--- src/rtl/rns_pkg.sv ---
// ============================================================================
//  Module      : rns_pkg
//  Description : Shared constants for the {2^25+1, 2^25, 2^25-1} residue
//                number system forward converter.
//  Revision    : 1.0 - initial release
// ============================================================================
`default_nettype none

package rns_pkg;

    // Word size of the moduli set
    localparam int C_N  = 25;

    // Channel and operand widths
    localparam int C_W1 = 26;   // residue mod 2^25+1, range 0..2^25
    localparam int C_W2 = 25;   // residue mod 2^25
    localparam int C_W3 = 25;   // residue mod 2^25-1
    localparam int C_WX = 75;   // binary operand

    // Moduli that need explicit constants (m2 is a plain bit slice)
    localparam logic [C_W1-1:0] C_M1 = 26'h200_0001;
    localparam logic [C_W3-1:0] C_M3 = 25'h1FF_FFFF;

    // M = 2^75 - 2^25: X >= M exactly when the top 50 bits are all ones
    localparam logic [C_WX-C_N-1:0] C_M_TOP_MASK = 50'h3_FFFF_FFFF_FFFF;

    // Stage-1 payload carried between the two pipeline stages
    typedef struct packed {
        logic            rng;   // operand not uniquely representable
        logic [C_N:0]    s02;   // B0 + B2, full 26-bit sum
        logic [C_N-1:0]  t3;    // (B0 + B2) mod m3
        logic [C_N-1:0]  b0;    // low word, becomes x2 directly
        logic [C_N-1:0]  b1;    // middle word
    } s1_t;

endpackage : rns_pkg

`default_nettype wire

--- src/rtl/add_mod_2n_m1.sv ---
// ============================================================================
//  Module      : add_mod_2n_m1
//  Description : 25-bit modulo (2^25-1) adder using end-around carry. The
//                all-ones pattern (the second encoding of zero) is folded to
//                0 so the result is always canonical, range 0..2^25-2.
//  Revision    : 1.0 - initial release
// ============================================================================
`default_nettype none

module add_mod_2n_m1
    import rns_pkg::*;
(
    input  logic [C_N-1:0] i_a,
    input  logic [C_N-1:0] i_b,
    output logic [C_N-1:0] o_sum
);

    logic [C_N:0]   w_raw;
    logic [C_N-1:0] w_eac;

    // Plain sum, then wrap the carry back into bit 0. When the carry is set
    // the low word is at most 2^25-2, so adding it back cannot overflow.
    always_comb begin
        w_raw = {1'b0, i_a} + {1'b0, i_b};
        w_eac = w_raw[C_N-1:0] + {{(C_N-1){1'b0}}, w_raw[C_N]};
        o_sum = (&w_eac) ? '0 : w_eac;
    end

endmodule : add_mod_2n_m1

`default_nettype wire

--- src/rtl/forward_converter_33554433_33554432_33554431.sv ---
// ============================================================================
//  Module      : forward_converter_33554433_33554432_33554431
//  Description : Binary to RNS forward converter for the moduli set
//                {2^25+1, 2^25, 2^25-1}. Two-stage valid/ready pipeline:
//                stage 1 splits X into three 25-bit words and forms partial
//                sums, stage 2 registers the final residues.
//  Revision    : 1.0 - initial release
// ============================================================================
`default_nettype none

module forward_converter_33554433_33554432_33554431
    import rns_pkg::*;
(
    input  logic            clk,
    input  logic            rst,
    input  logic [C_WX-1:0] in_data,
    input  logic            in_valid,
    output logic            in_ready,
    output logic [C_W1-1:0] x1,
    output logic [C_W2-1:0] x2,
    output logic [C_W3-1:0] x3,
    output logic            out_range,
    output logic            out_valid,
    input  logic            out_ready
);

    // ------------------------------------------------------------------
    // Handshake
    // ------------------------------------------------------------------
    logic  r_v1;
    logic  r_v2;
    logic  w_adv2;
    logic  w_acc;
    s1_t   r_s1;
    s1_t   w_s1;

    // Stage 2 can take a new word when it is empty or being drained;
    // stage 1 can take one when it is empty or moving into stage 2.
    assign w_adv2    = !r_v2 || out_ready;
    assign in_ready  = !r_v1 || w_adv2;
    assign w_acc     = in_valid && in_ready;
    assign out_valid = r_v2;

    // ------------------------------------------------------------------
    // Stage 1 datapath
    // ------------------------------------------------------------------
    logic [C_N-1:0] w_b0;
    logic [C_N-1:0] w_b1;
    logic [C_N-1:0] w_b2;
    logic [C_N-1:0] w_t3;

    assign w_b0 = in_data[C_N-1:0];
    assign w_b1 = in_data[2*C_N-1:C_N];
    assign w_b2 = in_data[3*C_N-1:2*C_N];

    // B0 + B2 reduced mod m3; B1 is folded in during stage 2
    add_mod_2n_m1 u_add_s1 (
        .i_a   (w_b0),
        .i_b   (w_b2),
        .o_sum (w_t3)
    );

    // Assemble the stage-1 payload from the split operand
    always_comb begin
        w_s1     = '0;
        w_s1.rng = (in_data[C_WX-1:C_N] == C_M_TOP_MASK);
        w_s1.s02 = {1'b0, w_b0} + {1'b0, w_b2};
        w_s1.t3  = w_t3;
        w_s1.b0  = w_b0;
        w_s1.b1  = w_b1;
    end

    // Stage 1 register: load on accept, hold while stage 2 is blocked
    always_ff @(posedge clk) begin
        if (rst) begin
            r_v1 <= 1'b0;
            r_s1 <= '0;
        end else begin
            if (w_acc) begin
                r_s1 <= w_s1;
            end
            if (in_ready) begin
                r_v1 <= in_valid;
            end
        end
    end

    // ------------------------------------------------------------------
    // Stage 2 datapath
    // ------------------------------------------------------------------
    logic [C_N-1:0]  w_x3;
    logic [C_W1:0]   w_d;      // 27-bit signed B0 + B2 - B1
    logic [C_W1-1:0] w_x1;

    // (B0 + B2) + B1 mod m3
    add_mod_2n_m1 u_add_s2 (
        .i_a   (r_s1.t3),
        .i_b   (r_s1.b1),
        .o_sum (w_x3)
    );

    // B0 - B1 + B2 lies in [-(2^25-1), 2^26-2]; one correction step in
    // either direction lands it in 0..2^25.
    always_comb begin
        w_d  = {1'b0, r_s1.s02} - {2'b00, r_s1.b1};
        w_x1 = w_d[C_W1-1:0];
        if (w_d[C_W1]) begin
            w_x1 = w_d[C_W1-1:0] + C_M1;
        end else if (w_d[C_W1-1:0] >= C_M1) begin
            w_x1 = w_d[C_W1-1:0] - C_M1;
        end
    end

    // Stage 2 register: outputs change only when stage 2 advances
    always_ff @(posedge clk) begin
        if (rst) begin
            r_v2      <= 1'b0;
            x1        <= '0;
            x2        <= '0;
            x3        <= '0;
            out_range <= 1'b0;
        end else if (w_adv2) begin
            r_v2 <= r_v1;
            if (r_v1) begin
                x1        <= w_x1;
                x2        <= r_s1.b0;
                x3        <= w_x3;
                out_range <= r_s1.rng;
            end
        end
    end

endmodule : forward_converter_33554433_33554432_33554431

`default_nettype wire

--- config.mk ---
export PLATFORM = sky130hd
export DESIGN_NAME = forward_converter_33554433_33554432_33554431
export DESIGN_NICKNAME = d
export VERILOG_FILES = /design/src/rtl/rns_pkg.sv /design/src/rtl/add_mod_2n_m1.sv /design/src/rtl/forward_converter_33554433_33554432_33554431.sv
export SDC_FILE = /design/constraint.sdc
export NUM_CORES = 1
export LEC_CHECK = 0
export ABC_AREA = 1
export BUFFER_PORTS_ARGS = -buffer_cell sky130_fd_sc_hd__buf_2
export CAP_MARGIN = 30
export CELL_PAD_IN_SITES_DETAIL_PLACEMENT = 0
export CELL_PAD_IN_SITES_GLOBAL_PLACEMENT = 1
export CORE_ASPECT_RATIO = 1.2
export CORE_MARGIN = 1.5
export CORE_UTILIZATION = 42
export CTS_CLUSTER_SIZE = 16
export DETAILED_ROUTE_END_ITERATION = 8
export GPL_TIMING_DRIVEN = 0
export PLACE_DENSITY_LB_ADDON = 0.1
export SETUP_SLACK_MARGIN = 0.05
export SLEW_MARGIN = 40
export SYNTH_ARGS = -nofsm -noshare
export SYNTH_HDL_FRONTEND = slang
export SYNTH_HIERARCHICAL = 1
export SYNTH_SLANG_ARGS = --single-unit
--- constraint.sdc ---
create_clock -name clk -period 4.8 [get_ports clk]
set_clock_uncertainty 0.2 [all_clocks]
set_input_delay 0.24 -clock clk [delete_from_list [all_inputs] [get_ports clk]]
set_output_delay 0.24 -clock clk [all_outputs]
set_load 0.05 [all_outputs]
* Word-level counts from Yosys, hierarchy flattened
Cells that the tools add are included.
** Storage, ports and cells
- RAM bits :: 0
- Memories kept :: 0
- Output and inout bits :: 79
- Latch bits :: 0
- Register bits after elaboration :: 181
- Word-level logic and storage cells :: 32
- Input port bits :: 79
- Memory bits (read-only) :: 0
** Cells by class
- Multiplexer cells :: 4
- Equality and inequality tests :: 1
- Shift-type cells :: 0
- Bitwise operators :: 0
- Reduce and logical (&&, ||, !) cells :: 8
- Div/mod/pow operators :: 0
- Order comparisons :: 1
- Multipliers :: 0
- $add $sub $neg :: 7
** Operators by type and width (count)
- adder 25 x 25 -> 26 bit :: 2
- two-way mux 26 bit :: 2
- adder 25 x 1 -> 25 bit :: 2
- == test 50 bit, second input constant :: 1
- two-way mux 25 bit :: 2
- AND reduction 25 bit :: 2
- subtractor 26 x 25 -> 27 bit :: 1
- adder 26 bit, second input constant :: 1
- >= comparator 26 bit, second input constant :: 1
- subtractor 26 bit, second input constant :: 1
- logical NOT 1 bit :: 2
- logical OR 1 bit :: 2
- AND reduction 2 bit :: 1
- logical AND 1 bit :: 1

* Depth between registers and ports, before layout
Gate-level depths: netlist of run 1.
- Word-level depth :: 4
- Depth in mapped cells :: 32
- Gate-level depth less buffers :: 31

* Modules after synthesis
Netlist of run 1, hierarchy kept.
** Modules (own cells, without submodules)
- forward_converter_33554433_33554432_33554431 :: times used 1, cells an instance 1802, seq. area each 3623.5 µm², area an instance 11317.1 µm²
- add_mod_2n_m1 (u_add_s2) :: times used 1, cells an instance 601, seq. area each 0.0 µm², area an instance 2856.5 µm²
- add_mod_2n_m1 (u_add_s1) :: times used 1, cells an instance 599, seq. area each 0.0 µm², area an instance 2855.2 µm²

* Least setup slack after synthesis of run 1
No wires, ideal clock.
- Path kind :: register -> register
- From :: register r_s1[63] (netlist name)
- To :: register x3[18]
- Buffers on the path :: 1
- Arrival time :: 3.502 ns
- Data required time :: 4.484 ns
- Library setup time :: 0.116 ns
- Stages on the path, launching flop included :: 30
- Clock period less this slack :: 3.818 ns
- Path slack :: 0.982 ns
- Path through :: dfxtp_1 > ha_1 > nand2_1 > nor2_1 > nand2_1 > nor2_1 > nand2_1 > nand3_1 > a21oi_1 > o21bai_1 > ha_1 > ha_1 > inv_1 > nor2_1 > nand3_1 > nor2_1 > nand2_1 > nor2_2 > nand3_1 > nor2_2 > nand2_1 > nand2_1 > nand2_1 > nor2_1 > nand3_1 > nor2_4 > buf_4 > nor2_1 > o21ai_0 > nor2_1
** On the way
- Longest elaborated chain between the ends :: 4
** Ends and longest elaborated chain
- start, declared :: line forward_converter_33554433_33554432_33554431.sv:34 : s1_t r_s1;
- start signal, assigned :: line forward_converter_33554433_33554432_33554431.sv:80 : r_s1 <= w_s1;
- adder 25 x 25 -> 26 bit * :: line add_mod_2n_m1.sv:24 : w_raw = {1'b0, i_a} + {1'b0, i_b};
- adder 25 x 1 -> 25 bit * :: line add_mod_2n_m1.sv:25 : w_eac = w_raw[C_N-1:0] + {{(C_N-1){1'b0}}, w_raw[C_N]};
- AND reduction 25 bit :: line add_mod_2n_m1.sv:26 : o_sum = (&w_eac) ? '0 : w_eac;
- two-way mux 25 bit * :: line add_mod_2n_m1.sv:26
- net w_x3[18] :: line forward_converter_33554433_33554432_33554431.sv:91 : logic [C_N-1:0] w_x3;
- end signal, assigned :: line forward_converter_33554433_33554432_33554431.sv:127 : x3 <= w_x3;
- end, declared :: line forward_converter_33554433_33554432_33554431.sv:21 : output logic [C_W3-1:0] x3,
The timed path passes the listed nets; every way through them passes the cells marked *.
A chain may end at the register's enable or synchronous reset.

* Final worst setup path of run 1
- From :: register r_s1[52] (netlist name)
- To :: register x3[8]
Same word-level chain as after synthesis.

==> results of run 1 <==
[cells in the mapped netlist (14+ instances only)]
library cell | n | area, um2
nand2_2 | 53 | 332
nand3_1 | 193 | 966
nor2_1 | 500 | 1880
inv_2 | 26 | 97.6
a21oi_1 | 114 | 571
inv_1 | 410 | 1540
nand3_2 | 15 | 150
o21ai_0 | 191 | 956
ha_1 | 107 | 1340
a31oi_1 | 14 | 87.6
nand4_1 | 70 | 438
nand2_1 | 863 | 3240
dfxtp_1 | 181 | 3620
nor3_1 | 23 | 115
clkbuf_1 | 53 | 199
nor2_2 | 46 | 288
xor2_1 | 29 | 254
[layer usage]
metal / part of all wire (%) / vias to the layer above
li1: - / 9971
met1: 41 / 8443
met2: 48 / 525
met3: 4.6 / 139
met4: 6.4 / 2
met5: 0.021 / -
[tightest hold or removal path, delay by kind of cell]
family          cells  cell delay (ns)
buf+inv             2             0.22
simple gates        1             0.12
compound gates      1             0.08
[power by group]
part           total, mW  internal (mW)  leakage [nW]  switching (mW)
clock network       1.40          0.699         0.287           0.703
registers           1.71           1.63          1.50          0.0805
logic               2.92          0.867          8.55            2.05
total               6.03           3.19          10.3            2.83
[repair_timing]
item	CTS	global route
setup endpoints to repair	8	45
hold buffers	51	0
gates cloned	0	1
resized for setup	4	58
buffers inserted	0	2
pin swaps	0	5
endpoints found under the hold margin	53	0
[sequential cells by signal (all words and copies together) (netlist names)]
register	count
x3	25
x2	25
x1	26
r_s1	102
out_valid	1
r_v1	1
out_range	1
[path summary, 6_finish.rpt]
path                   end
setup reg to reg     x3[8]
hold reg to reg     x3[17]
hold / removal    r_s1[79]
setup / recovery     x3[8]
[cell families (layout without fill, tap and decap cells)]
| logic type | Yosys count | count (layout) | share of synthesized area, % |
|---|---|---|---|
| and+or+nand+nor | 1799 | 1799 | 45.5 |
| buffers and inverters | 512 | 754 | 11.7 |
| DFF | 181 | 181 | 21.3 |
| other | 0 | 2 | 0 |
| AOI/OAI and AO/OA | 366 | 366 | 11.6 |
| xor gates and xnor gates | 33 | 33 | 1.70 |
| adders and majority gates | 111 | 111 | 8.33 |
[through the flow]
stage | total power [mW] | instance area, um2
2_1_floorplan | 3.79 | 17000
3_3_place_gp | 4.54 | 18500
3_5_place_dp | 4.57 | 18500
4_1_cts | 6.00 | 19600
5_1_grt | 6.45 | 19800
6_report | 6.03 | 19800
[cells in the final DEF, fill, tap and decap left out, types with 4 or more instances in the layout]
cell type | netlist | routed
nand3b_1 | 12 | 12
buf_4 | 2 | 4
nand2_1 | 863 | 861
buf_2 | 2 | 158
buf_1 | 6 | 6
xnor2_1 | 4 | 4
o21ai_0 | 191 | 171
o211ai_1 | 8 | 8
nand3_1 | 193 | 191
fa_1 | 4 | 4
ha_2 | 0 | 18
o21ai_1 | 6 | 24
xor2_1 | 29 | 29
inv_1 | 410 | 410
clkinv_1 | 6 | 6
a31oi_1 | 14 | 14
clkbuf_1 | 53 | 51
clkbuf_16 | 0 | 17
nor2_1 | 500 | 496
o21bai_1 | 13 | 11
a21oi_1 | 114 | 113
nand3_2 | 15 | 16
ha_1 | 107 | 87
inv_2 | 26 | 26
clkinv_8 | 0 | 4
o221ai_1 | 4 | 4
dfxtp_1 | 181 | 181
nand2_2 | 53 | 55
inv_6 | 0 | 5
nor2_2 | 46 | 45
a21oi_2 | 4 | 5
nand4_1 | 70 | 70
nor3_1 | 23 | 23
a21o_1 | 5 | 5
nor2_4 | 13 | 18
dlygate4sd3_1 | 0 | 51
buf_6 | 5 | 6
[cell type report]
type	instances	area share, %
antenna	2	0.0253
clock buffer	18	2.17
tap	533	3.38
inverter	443	8.43
clock inverter	14	0.811
multi-input combinational	2309	58.5
buffer	69	1.67
sequential	181	18.3
timing repair buffer	210	6.65
==> metrics, run 1 <==
Post-Syn Area 17000 um2; worst r2r src r_s1[52]; Max transition margin 40.3%; clock slew seen by the registers of the worst setup and hold paths approximately 0.080 ns; CTS tree yes; hold depth 4; crit-path most repeated cell nand2_1; core area 39800 um2; Num CTS Buffers 17; Register Area 3620 um2; met3 Resource Use GR 3.81%; Slew Viols, Final 0; FF+latch count, synth 181; fmax 223 MHz; met1 track utilization from global routing around 34%; Buf/Inv on CP 3; CP max stage delay between 0.3 and 0.4 ns; Die ar. 41800 um2; syn avg cell area 5.67 um2; largest vdd supply drop 0.000284 V; area growth from synthesis to layout 16.0%; minimum clock period after layout 4.49 ns; Critical Setup Path Class flip-flop to flip-flop; main flop type after synthesis dfxtp_1; Placed Cells approximately 3700; post-synthesis cell count around 3000; Final Worst Setup Slack 0.315 ns; worst hold path type primary input to flip-flop; 1st-iter DRT viols 1054; Sum Neg Setup Slack 0 ns; worst-case reg-to-reg path depth 30; clock sink count roughly 180; busiest grt layer met2; Global Route Usage Sum 29.6%; final hold vios 0; max_cap viols 0; Filler Cell Count ~4400; launch point of the worst path r_s1[52]; final setup fails 0; Critical Path RT 4.95 ns; Total Wirelength 62.7 mm; chip width 187 um; drc violations 0; vias after detailed routing 19100; Post-Layout Cell Count 3779; cell family with most CP delay simple AND/OR/NAND/NOR gates; syn nets 3192; EDFF count, synth 0; Async SR Flop Fraction 0%; # port buffers 156; Final ANT Viol Nets 0; vias in the first global route 17900; measured slew at the worst slew-check pin 0.896 ns; Reg2Reg Setup Slack 0.31 ns; Synth Warn # 6; clk_lat worst skew 0.47 ns; Final Util a little under 50%; NumNets Final 3421; PD cells about 300 nW/um2; Multi-input gate area 11600 um2; CP endpoint kind flip-flop; clock buffer depth 2; vias per cell 5.05; Clk Tree Root Cell clkbuf_16; Initial Util 42.7%; critical path's slowest cell dfxtp_1; crit path DAT 4.64 ns; Critical Path Fanout Max 10; first-pass GRT wire length about 96 mm; hold_sp rst; Row Count 80; startpoint types flip-flop; Min Hold Slack 0.0224 ns; DIE HEIGHT 224 um; leak pwr 10.3 nW; largest net degree at the start of global routing 20; H-tree Lvls 4; Distinct cells, synth 46; sequential-to-total area share from yosys stat approximately a fifth; IO Count 158; DR pass1 iterations 5; status completed; Overflow after GRT 0; DP Wirelength roughly 53 mm; GP Congestion 0.988; Place WS -0.563 ns; Avg WL per Cell 16.6 um; initial antenna violation count 2; share of cells above drive strength 1 12.4%; critical path depth 30; Final Cycle Share 93.4%; grt met2 use a little over half
No activity file was read; power rests on OpenSTA's default activity.
==> run 2: changes to the inputs <==
==> constraint.sdc (replaced) <==
create_clock -name clk -period 4.8 [get_ports clk]
set_clock_uncertainty 0.2 [all_clocks]
set_input_delay 0.96 -clock clk [delete_from_list [all_inputs] [get_ports clk]]
set_output_delay 0.96 -clock clk [all_outputs]
set_load 0.05 [all_outputs]
==> run 2 against run 1 <==
Against the previous run: register-to-register slack improved by 0.03 ns; worst setup slack got worse by 0.087 ns; sequential share of layout area fell by 0.12 points; final cell count fell by 0.85%; critical path type is now primary input to flip-flop; critical endpoint is now r_s1[67]; largest cell class unchanged; largest power group unchanged.
==> metrics, run 2 (synthesis results as in run 1) <==
status completed (unchanged); fmax 219 MHz (was 223 MHz); Overflow after GRT 0 (unchanged); minimum clock period after layout 4.57 ns (was 4.49 ns); clock slew seen by the registers of the worst setup and hold paths 0.07 ns (was 0.08 ns); CTS tree yes (unchanged); Placed Cells 3691 (unchanged); Register Area 3620 um2 (unchanged); Filler Cell Count 4397 (was 4421); Largest register FFs 102 (unchanged); share of cells above drive strength 1 14.8% (was 12.4%); CTS Hold Buffers Added 0 (was 51); final setup fails 0 (unchanged); Max transition margin 41.5% (was 40.3%); leading cell type in the layout, fill and taps excluded nand2_1 (unchanged); drc violations 0 (unchanged); clock buffer depth 2 (unchanged); Critical Path Fanout Max 5 (was 10); vias after detailed routing 19000 (was 19100); leak pwr 10.3 nW (about the same); Final Util 49.9% (was 49.6%); largest vdd supply drop 0.000285 V (was 0.000284 V); Clk Tree Root Cell clkbuf_16 (unchanged); worst hold path type flip-flop to flip-flop (was primary input to flip-flop); CP max stage delay 0.33 ns (was 0.34 ns); biggest regs r_s1 x102, x1 x26 (unchanged); CP endpoint kind flip-flop (unchanged); GP Congestion 0.988 (unchanged); initial antenna violation count 3 (was 2); Final Cycle Share 95.2% (was 93.4%); Critical Setup Path Class primary input to flip-flop (was flip-flop to flip-flop); Place WS -1.28 ns (was -0.563 ns); H-tree Lvls 4 (unchanged); Total Wirelength 62.4 mm (was 62.7 mm); # port buffers 156 (unchanged); Global Route Usage Sum 29.5% (was 29.6%); DIE HEIGHT 224 um (unchanged); final hold vios 0 (unchanged); Num CTS Buffers 17 (unchanged); IO Count 158 (unchanged); Largest Register r_s1 (unchanged); Avg WL per Cell 16.7 um (was 16.6 um); Initial Util 42.7% (unchanged); first-pass GRT wire length 95.0 mm (was 95.6 mm); Power, Total 6.08 mW (was 6.03 mW); core area 39800 um2 (unchanged); vias per cell 5.07 (was 5.05); vias in the first global route 17800 (was 17900); Slew Viols, Final 0 (unchanged); NumNets Final 3390 (was 3421); Die ar. 41800 um2 (unchanged); Critical Path RT 4.96 ns (was 4.95 ns); clock sink count 181 (unchanged); DP Wirelength 53.1 mm (unchanged); measured slew at the worst slew-check pin 0.878 ns (was 0.896 ns); clk_lat worst skew 0.47 ns (about the same); Multi-input gate area 12000 um2 (was 11600 um2); Final ANT Viol Nets 0 (unchanged); Row Count 80 (unchanged); Final Worst Setup Slack 0.228 ns (was 0.315 ns); Post-Layout Cell Count 3747 (was 3779); area growth from synthesis to layout 16.8% (was 16.0%); max_cap viols 0 (unchanged); 1st-iter DRT viols 933 (was 1054); commonest cells after routing, fill and taps aside nand2_1 (844), nor2_1 (486), inv_1 (410) (was nand2_1 (861), nor2_1 (496), inv_1 (410)); critical path's slowest cell ha_4 (was dfxtp_1); startpoint types primary input (was flip-flop); chip width 187 um (unchanged); PD cells 306 nW/um2 (was 305 nW/um2); largest net degree at the start of global routing 20 (unchanged); DR pass1 iterations 7 (was 5); crit path DAT 4.73 ns (was 4.64 ns)
-- run 2: cell types whose count changed in the layout (fill, tap and decap cells not counted), sizes merged --
cell | before | now
clkbuf | 71 | 72
diode | 2 | 1
dlygate4sd3 | 51 | 0
buf | 175 | 194
-- run 2: per-stage QoR --
step	hold slack, ns	cell area [um2]	TNS [ns]
floorplan	0.233	17000	0
global placement	0.261	18500	-25.61
detailed placement	0.265	18500	-26.92
CTS	0.283	19500	0
global route	0.300	19900	-0.00375
finish	0.277	19900	0
-- run 2: cell type report --
| cell class | instances | area share (%) |
|---|---|---|
| multi-input combinational | 2309 | 60.5 |
| sequential | 181 | 18.2 |
| inverter | 443 | 8.37 |
| timing repair buffer | 179 | 4.93 |
| tap | 533 | 3.35 |
| clock buffer | 18 | 2.16 |
| buffer | 69 | 1.68 |
| clock inverter | 14 | 0.805 |
| antenna | 1 | 0.0126 |
-- run 2: path summary, 6_finish.rpt --
path / startpoint / to / slack, ns / cells after the start
min: x3[17] / x3[17] / 0.28 / 2
min reg2reg: x3[17] / x3[17] / 0.28 / 2
max reg2reg: r_s1[52] / x3[8] / 0.34 / 30
max: in_data[6] / r_s1[67] / 0.23 / 29
-- run 2: critical path: cells and delay by family --
| family | cells | cell delay, ns |
|---|---|---|
| buffers and inverters | 4 | 0.44 |
| AND/OR/NAND/NOR | 19 | 2.16 |
| AO/OA/AOI/OAI | 3 | 0.44 |
| adder cells (fa/ha/maj) | 3 | 0.70 |
-- run 2: repair_timing --
item | CTS | global route
cloned | 1 | 1
buffers inserted | 9 | 12
resized for setup | 79 | 83
pin swaps | 18 | 32
endpoints found under the setup margin | 27 | 50
-- run 2: report_power, final --
group | internal [mW] | switching (mW)
registers | 1.63 | 0.0809
clock network | 0.699 | 0.704
logic | 0.892 | 2.08
-- run 2: routing by layer --
| layer | part of all wire, % | global-route usage (%) | vias up |
|---|---|---|---|
| li1 | - | - | 9900 |
| met1 | 41 | 33.5 | 8453 |
| met2 | 48 | 52.4 | 501 |
| met3 | 4.2 | 3.99 | 139 |
| met4 | 6.4 | 18.1 | 6 |
| met5 | 0.067 | 0 | - |
==> run 3: changes to the inputs <==
--- a/config.mk
+++ b/config.mk
@@ -8,15 +8,13 @@
 export ABC_AREA = 1
 export BUFFER_PORTS_ARGS = -buffer_cell sky130_fd_sc_hd__buf_2
 export CAP_MARGIN = 30
-export CELL_PAD_IN_SITES_DETAIL_PLACEMENT = 0
-export CELL_PAD_IN_SITES_GLOBAL_PLACEMENT = 1
 export CORE_ASPECT_RATIO = 1.2
 export CORE_MARGIN = 1.5
-export CORE_UTILIZATION = 42
+export CORE_UTILIZATION = 62
 export CTS_CLUSTER_SIZE = 16
 export DETAILED_ROUTE_END_ITERATION = 8
 export GPL_TIMING_DRIVEN = 0
-export PLACE_DENSITY_LB_ADDON = 0.1
+export PLACE_DENSITY = 0.83
 export SETUP_SLACK_MARGIN = 0.05
 export SLEW_MARGIN = 40
 export SYNTH_ARGS = -nofsm -noshare
==> run 3 against run 2 <==
Against the previous run: sequential share of layout area grew 0.23 points; die area shrank 32%; combinational power is essentially flat; final cell count shrank 5.2%; hold slack gained 0.00091 ns; critical path depth grew 2; non-clock buffer count is the same; via count grew 5.7%; core utilization grew 23 points; critical endpoint is now x3[4].
==> metrics, run 3 (synthesis results as in run 1) <==
chip width 154 um (was 187 um); clock sink count 181 (unchanged); r2r endpoint x3[4] (was x3[8]); GP Congestion 1.12 (was 0.988); Row Count 66 (was 80); vias after detailed routing 20100 (was 19000); worst-case reg-to-reg path depth 31 (was 30); Final Util 72.5% (was 49.9%); minimum clock period after layout 4.64 ns (was 4.57 ns); largest net degree at the start of global routing 18 (was 20); 1st-iter DRT viols 1853 (was 933); status completed (unchanged); leak pwr 10.2 nW (was 10.3 nW); Final ANT Viol Nets 0 (unchanged); final setup fails 0 (unchanged); biggest regs r_s1 x102, x1 x26 (unchanged); Largest register FFs 102 (unchanged); Final Cycle Share 96.7% (was 95.2%); startpoint types flip-flop (was primary input); DIE HEIGHT 185 um (was 224 um); NumNets Final 3390 (unchanged); H-tree Lvls 4 (unchanged); Initial Util 62.9% (was 42.7%); Largest Register r_s1 (unchanged); CP endpoint kind flip-flop (unchanged); launch point of the worst path r_s1[60] (was in_data[6]); DP Wirelength 47.2 mm (was 53.1 mm); Reg2Reg Setup Slack 0.16 ns (was 0.34 ns); measured slew at the worst slew-check pin 0.869 ns (was 0.878 ns); Avg WL per Cell 16.6 um (was 16.7 um); Filler Cell Count 2342 (was 4397); Global Route Usage Sum 40.1% (was 29.5%); initial antenna violation count 2 (was 3); Critical Setup Path Class flip-flop to flip-flop (was primary input to flip-flop); clock buffer depth 2 (unchanged); Die ar. 28500 um2 (was 41800 um2); clk_lat worst skew 0.45 ns (was 0.47 ns); fin area 19600 um2 (was 19900 um2); Clk Tree Root Cell clkbuf_16 (unchanged); Total Wirelength 59.0 mm (was 62.4 mm); fmax 215 MHz (was 219 MHz); Power, Total 6.09 mW (was 6.08 mW); share of cells above drive strength 1 14.6% (was 14.8%); crit-path most repeated cell nand2_1; drc violations 0 (unchanged); Num CTS Buffers 17 (unchanged); Critical Path RT 4.93 ns (was 4.96 ns); worst r2r src r_s1[60] (was r_s1[52]); crit path DAT 4.77 ns (was 4.73 ns); max_cap viols 0 (unchanged); Slew Viols, Final 0 (unchanged); CP endpoint x3[4] (was r_s1[67]); critical path's slowest cell ha_1 (was ha_4); DR pass1 iterations 8 (was 7); Min Hold Slack 0.278 ns (was 0.277 ns); Overflow after GRT 0 (unchanged); leading cell type in the layout, fill and taps excluded nand2_1 (unchanged); largest vdd supply drop 0.000223 V (was 0.000285 V); clock slew seen by the registers of the worst setup and hold paths 0.07 ns (about the same); vias per cell 5.65 (was 5.07); # port buffers 156 (unchanged); core area 27100 um2 (was 39800 um2); area growth from synthesis to layout 15.3% (was 16.8%); Post-Layout Cell Count 3553 (was 3747); commonest cells after routing, fill and taps aside nand2_1 (847), nor2_1 (482), inv_1 (406) (was nand2_1 (844), nor2_1 (486), inv_1 (410)); PD cells 310 nW/um2 (was 306 nW/um2); final hold vios 0 (unchanged); Critical Path Fanout Max 10 (was 5); worst hold path type flip-flop to flip-flop (unchanged); placed cell area 18200 um2 (was 18500 um2); vias in the first global route 18100 (was 17800); Max transition margin 42.1% (was 41.5%); first-pass GRT wire length 89.5 mm (was 95.0 mm); IO Count 158 (unchanged); CP max stage delay 0.41 ns (was 0.33 ns); Placed Cells 3498 (was 3691); CTS tree yes (unchanged)
run 3: metal layers:
metal  part of all wire (%)  global-route usage (%)  vias to the layer above
met5                  0.019                       0                        -
met3                    7.9                    6.61                      221
met2                     46                    68.9                      968
met1                     38                    44.5                     8977
met4                    7.9                    30.6                        2
li1                       -                       -                     9917
run 3: final cells by class:
type	count	area [um2]	share of cell area [%]
diodes	1	2.50	0.0127
plain buffers	69	330	1.68
clock buffers	18	429	2.19
clock inverters	13	144	0.733
inverters	443	1670	8.48
multi-input cells	2309	12000	61.2
flip-flops and latches	181	3620	18.5
well taps	340	425	2.17
repair buffers	179	996	5.07
run 3: critical path: cells and delay by family (launching register included):
family                   cells  cell delay (ns)
AO/OA/AOI/OAI                3             0.54
adder cells (fa/ha/maj)      3             0.81
buffers and inverters        3             0.32
flip-flops                   1             0.34
AND/OR/NAND/NOR             22             2.28
run 3: worst min path at each step:
stage	endpoint	cells past startpoint	startpoint
2_1_floorplan	r_s1[75]	2	r_s1[75]
3_3_place_gp	x3[14]	2	x3[14]
3_5_place_dp	r_s1[39]	2	r_s1[39]
4_1_cts	x2[2]	2	x2[2]
5_1_grt	x2[16]	2	x2[16]
6_report	x3[2]	2	x3[2]
run 3: metrics by stage:
| step | setup TNS, ns | setup WS, ns |
|---|---|---|
| finish | 0 | 0.157 |
| global route | -0.0100 | -0.0100 |
| CTS | 0 | 0.0574 |
| detailed placement | -22.43 | -0.927 |
| global placement | -19.66 | -0.816 |
| floorplan | 0 | 0.310 |
run 3: where the power goes:
| part | total, mW | internal (mW) | switching, mW |
|---|---|---|---|
| Clock | 1.42 | 0.733 | 0.687 |
| Sequential | 1.71 | 1.63 | 0.0817 |
| Combinational | 2.96 | 0.888 | 2.07 |
run 3: repair_timing:
item	in CTS	in global routing
hold buffers	0	0
setup buffers	3	18
gates cloned	2	0
pin swaps	6	43
gates resized for setup	57	107
endpoints found under the setup margin	26	50
